==> config.mk <==
export PLATFORM = sky130hd
export DESIGN_NAME = serial_adder
export DESIGN_NICKNAME = d
export VERILOG_FILES = /design/src/rtl/serial_adder.sv
export SDC_FILE = /design/constraint.sdc
export NUM_CORES = 1
export LEC_CHECK = 0
export BUFFER_PORTS_ARGS = -buffer_cell sky130_fd_sc_hd__buf_2
export CORE_ASPECT_RATIO = 0.7
export CORE_MARGIN = 2
export CORE_UTILIZATION = 35
export CTS_BUF_LIST = sky130_fd_sc_hd__clkbuf_4 sky130_fd_sc_hd__clkbuf_8 sky130_fd_sc_hd__clkbuf_16
export CTS_CLUSTER_SIZE = 24
export DETAILED_ROUTE_END_ITERATION = 10
export PLACE_DENSITY_LB_ADDON = 0.3
export SLEW_MARGIN = 5
export SYNTH_ARGS = -nofsm -noshare
export SYNTH_HDL_FRONTEND = slang
export SYNTH_HIERARCHICAL = 1
export SYNTH_SLANG_ARGS = --single-unit
==> constraint.sdc <==
create_clock -name clk -period 1.42 [get_ports clk]
set_input_delay 0.142 -clock clk [delete_from_list [all_inputs] [get_ports clk]]
set_output_delay 0.142 -clock clk [all_outputs]
set_load 0.03 [all_outputs]
==> src/rtl/serial_adder.sv <==
// rtl/serial_adder.sv - bit-serial WIDTH-bit adder built around a single full_adder cell
module full_adder (
  input  logic a,
  input  logic b,
  input  logic ci,
  output logic s,
  output logic co
);
  assign s  = a ^ b ^ ci;
  assign co = (a & b) | (ci & (a ^ b));
endmodule

module serial_adder #(
  parameter int WIDTH = 8
) (
  input  logic             clk,
  input  logic             rst,
  input  logic             in_valid,
  output logic             in_ready,
  input  logic [WIDTH-1:0] a,
  input  logic [WIDTH-1:0] b,
  input  logic             cin,
  output logic             out_valid,
  input  logic             out_ready,
  output logic [WIDTH-1:0] sum,
  output logic             cout,
  output logic             busy
);
  localparam int CW = $clog2(WIDTH + 1);
  localparam logic [CW-1:0] LAST = CW'(WIDTH - 1);

  typedef enum logic [1:0] {IDLE, RUN, DONE} state_t;

  state_t           state;
  state_t           state_nx;
  logic [WIDTH-1:0] a_sh;
  logic [WIDTH-1:0] b_sh;
  logic [WIDTH-1:0] sum_sh;
  logic [WIDTH-1:0] sum_sh_nx;
  logic             carry;
  logic [CW-1:0]    count;
  logic             fa_s;
  logic             fa_co;

  full_adder u_fa (
    .a  (a_sh[0]),
    .b  (b_sh[0]),
    .ci (carry),
    .s  (fa_s),
    .co (fa_co)
  );

  // New sum bit enters at the MSB; written as a shift so WIDTH=1 needs no special slice.
  assign sum_sh_nx = (sum_sh >> 1) | (WIDTH'(fa_s) << (WIDTH - 1));

  assign in_ready  = (state == IDLE);
  assign out_valid = (state == DONE);
  assign busy      = (state == RUN);

  always_comb begin
    state_nx = state;
    case (state)
      IDLE:    if (in_valid) state_nx = RUN;
      RUN:     if (count == LAST) state_nx = DONE;
      DONE:    if (out_ready) state_nx = IDLE;
      default: state_nx = IDLE;
    endcase
  end

  always_ff @(posedge clk) begin
    if (rst) begin
      state  <= IDLE;
      a_sh   <= '0;
      b_sh   <= '0;
      sum_sh <= '0;
      carry  <= 1'b0;
      count  <= '0;
      sum    <= '0;
      cout   <= 1'b0;
    end else begin
      state <= state_nx;
      case (state)
        IDLE: begin
          if (in_valid) begin
            a_sh  <= a;
            b_sh  <= b;
            carry <= cin;
            count <= '0;
          end
        end
        RUN: begin
          a_sh   <= a_sh >> 1;
          b_sh   <= b_sh >> 1;
          sum_sh <= sum_sh_nx;
          carry  <= fa_co;
          count  <= count + CW'(1);
          if (count == LAST) begin
            sum  <= sum_sh_nx;
            cout <= fa_co;
          end
        end
        default: ;
      endcase
    end
  end
endmodule

==> impl_metrics.json <==
{
  "status": "finished, final reports clean",
  "antenna_found_initial": 0,
  "initial_core_util_pct": 35.8,
  "synth_top_family_by_area": "compound AO/OA/AOI/OAI gates",
  "leakagePower_uw": 0.000808,
  "dp_hpwl_um": 2610,
  "drc": 0,
  "routabilityCongestion": 0.740,
  "clk_pin_slew_ns": 0.08,
  "vias": 1501,
  "clockBufferDepth": 2,
  "rows": 21,
  "synth_area_leaders": "dfxtp_1 47%, a211oi_1 7.6%, nor2_1 7.2%",
  "synthAdderAreaFrac_pct": 1.94,
  "crit_path_max_incr_delay_ns": 0.32,
  "synth_compound_area_share_pct": 28.0,
  "clk_root_buffer_cell": "clkbuf_8",
  "ant_nets": 0,
  "max_cap_viol_count": 0,
  "core_um2": 4680,
  "cp_top_family": "buffers and inverters",
  "wl_per_cell_um": 13.0,
  "area_delta_synth_final_pct": 22.7,
  "grt_max_degree": 40,
  "cp.buffers_inverters": 3,
  "fin_tns_setup_ns": 0,
  "min-delay-path-class": "input pin to flop",
  "grtUsageTotal_pct": 15.5,
  "routed_via_density": 5.19,
  "utilization_pct": 43.9,
  "final_nets": 255,
  "setup_viol": 0,
  "cts_setup_buffers": 0,
  "drtIter0Drc": 65,
  "fmax_ghz": 0.745,
  "synth_mux_area_share_pct": 0,
  "required_ns": 1.28,
  "crit_path_end_kind": "output pin",
  "rsz0062_at_grt": "no",
  "clkLatencyLatePin_ns": 0.28,
  "fp.dieW_um": 86.6,
  "dieArea_um2": 5360,
  "fin_skew_ns": 0.0107,
  "yosysUniqueCellTypes": 27,
  "netlist_instances": 195,
  "grt_pass1_wl_um": 6430,
  "synth_xor_area_share_pct": 0,
  "tightest_slew_ns": 0.305,
  "period_minus_slack_ns": 1.34,
  "powerDensity_nw_per_um2": 1080,
  "synth-seq-cells": 39,
  "syn-cell-area_um2": 1670,
  "fin_crit_sh_pct": 94.6,
  "synth_top_area_cell": "dfxtp_1",
  "arrival_ns": 1.20,
  "cts_max_level": 2,
  "synth.top_cell.area_share_pct": 46.7,
  "die_y_um": 61.8,
  "crit_type": "flop to output pin",
  "io_pins": 33,
  "hold_violations": 0,
  "gr-total-overflow": 0,
  "routed_wirelength_um": 3770,
  "cp_slowest_cell": "dfxtp_1",
  "syn_area_per_cell_um2": 8.58,
  "syn_nets": 218,
  "path_max_fanout": 9,
  "drtPass1Iterations": 4,
  "antenna_cells": 0,
  "cts_tree": "built",
  "ys_seq_area_share_pct": 46.7,
  "finalMaxSlewViolations": 0,
  "cts_inserted_buffers": 5,
  "ir_worst_vdd_mv": 0.376,
  "yosysWarnings": 6,
  "port_buffers": 32,
  "drive_gt1_share_pct": 25.4,
  "grt_pass1_vias": 1399,
  "synthSimpleGateAreaFrac_pct": 16.8,
  "startpoint_type": "flop",
  "relSlewSlack_pct": 79.7,
  "clock_sinks": 39,
  "path_cells": "nand2b_4 > inv_1 > buf_4 > clkbuf_4"
}
==> tightest hold or removal path, stage by stage <==
cell and delay (ns):
buf_2 0.08, a32oi_1 0.08, nor2_1 0.07
==> flip-flops by register name (all words and copies together), names as in the netlist <==
signal	flops
sum_sh	7
b_sh	8
carry	1
sum	8
count	4
cout	1
a_sh	8
state	2
==> worst paths after layout <==
path / cells past startpoint / to / start / slack [ns]
worst max-delay path: 4 / busy / state[1]$_SDFFE_PP0P_ / 0.08
worst min-delay path: 3 / b_sh[7]$_SDFFE_PP0P_ / b[7] / 0.12
worst min register to register: 2 / sum_sh[3]$_SDFFE_PP0N_ / sum_sh[4]$_SDFFE_PP0N_ / 0.46
worst max register to register: 5 / sum[0]$_SDFFE_PP0P_ / count[0]$_SDFFE_PP0P_ / 0.18
==> metal layers <==
layer | wire (µm) | track usage, % | up-vias
met5 | 0 | 0 | -
met4 | 12 | 5.36 | 0
met3 | 193 | 4.23 | 2
met2 | 1500 | 23.4 | 35
met1 | 2070 | 21.7 | 691
li1 | - | - | 773
==> logic make-up after synthesis <==
logic type,count (synthesis)
adder cells (fa/ha/maj),2
buffers and inverters,21
AND/OR/NAND/NOR,67
AO/OA/AOI/OAI,66
flip-flops,39
==> Yosys cell counts, drive strengths merged <==
library cell / instances
a211oi: 17
a21oi: 17
a22oi: 2
a31oi: 1
a32oi: 2
and3b: 1
buf: 9
clkbuf: 8
dfxtp: 39
fa: 1
ha: 1
inv: 4
nand2: 19
nand2b: 2
nand3: 11
nor2: 32
nor2b: 1
o21ba: 1
o21bai: 1
o22ai: 4
o2bb2ai: 11
o31ai: 9
o32a: 1
or3: 1
==> report_power, final <==
group | internal (µW) | switching [µW]
registers | 1150 | 34.1
logic | 125 | 152
clock network | 381 | 372
total | 1650 | 558
==> cell usage in the layout, fill, tap and decap left out, types with 2 or more instances in the layout <==
| cell type | synthesis | routed |
|---|---|---|
| o31ai_1 | 9 | 9 |
| o22ai_1 | 4 | 4 |
| clkbuf_8 | 0 | 6 |
| nor2_1 | 32 | 31 |
| a32oi_1 | 2 | 2 |
| buf_4 | 3 | 13 |
| buf_12 | 0 | 2 |
| dfxtp_1 | 39 | 38 |
| nand2_1 | 19 | 18 |
| a21oi_1 | 17 | 17 |
| buf_2 | 4 | 31 |
| a211oi_1 | 17 | 17 |
| a22oi_1 | 2 | 2 |
| inv_1 | 4 | 3 |
| o2bb2ai_1 | 11 | 11 |
| nand3_1 | 11 | 11 |
==> metrics by stage <==
stage	total power (µW)	setup slack, ns	std cells	hold slack (ns)	area, µm²
floorplan	1380	0.144	195	0.314	1680
global placement	1480	0.142	282	0.412	1950
detailed placement	1480	0.120	282	0.424	1950
CTS	2230	0.0542	289	0.119	2040
global route	2340	0.0116	289	0.132	2050
finish	2210	0.0770	289	0.124	2050
==> what timing repair did <==
| item | in CTS | in global routing |
|---|---|---|
| hold buffers | 0 | 0 |
| gates resized for setup | 2 | 3 |
| setup endpoints to repair | 1 | 10 |
==> cell type report <==
class | count | area [µm²]
fill | 486 | 2620
multi-input combinational | 135 | 793
sequential | 39 | 782
timing repair buffer | 47 | 300
clock buffer | 6 | 82.6
tap | 57 | 71.3
inverter | 4 | 18.8
clock inverter | 1 | 5.00
No activity file was read; power rests on OpenSTA's default activity.
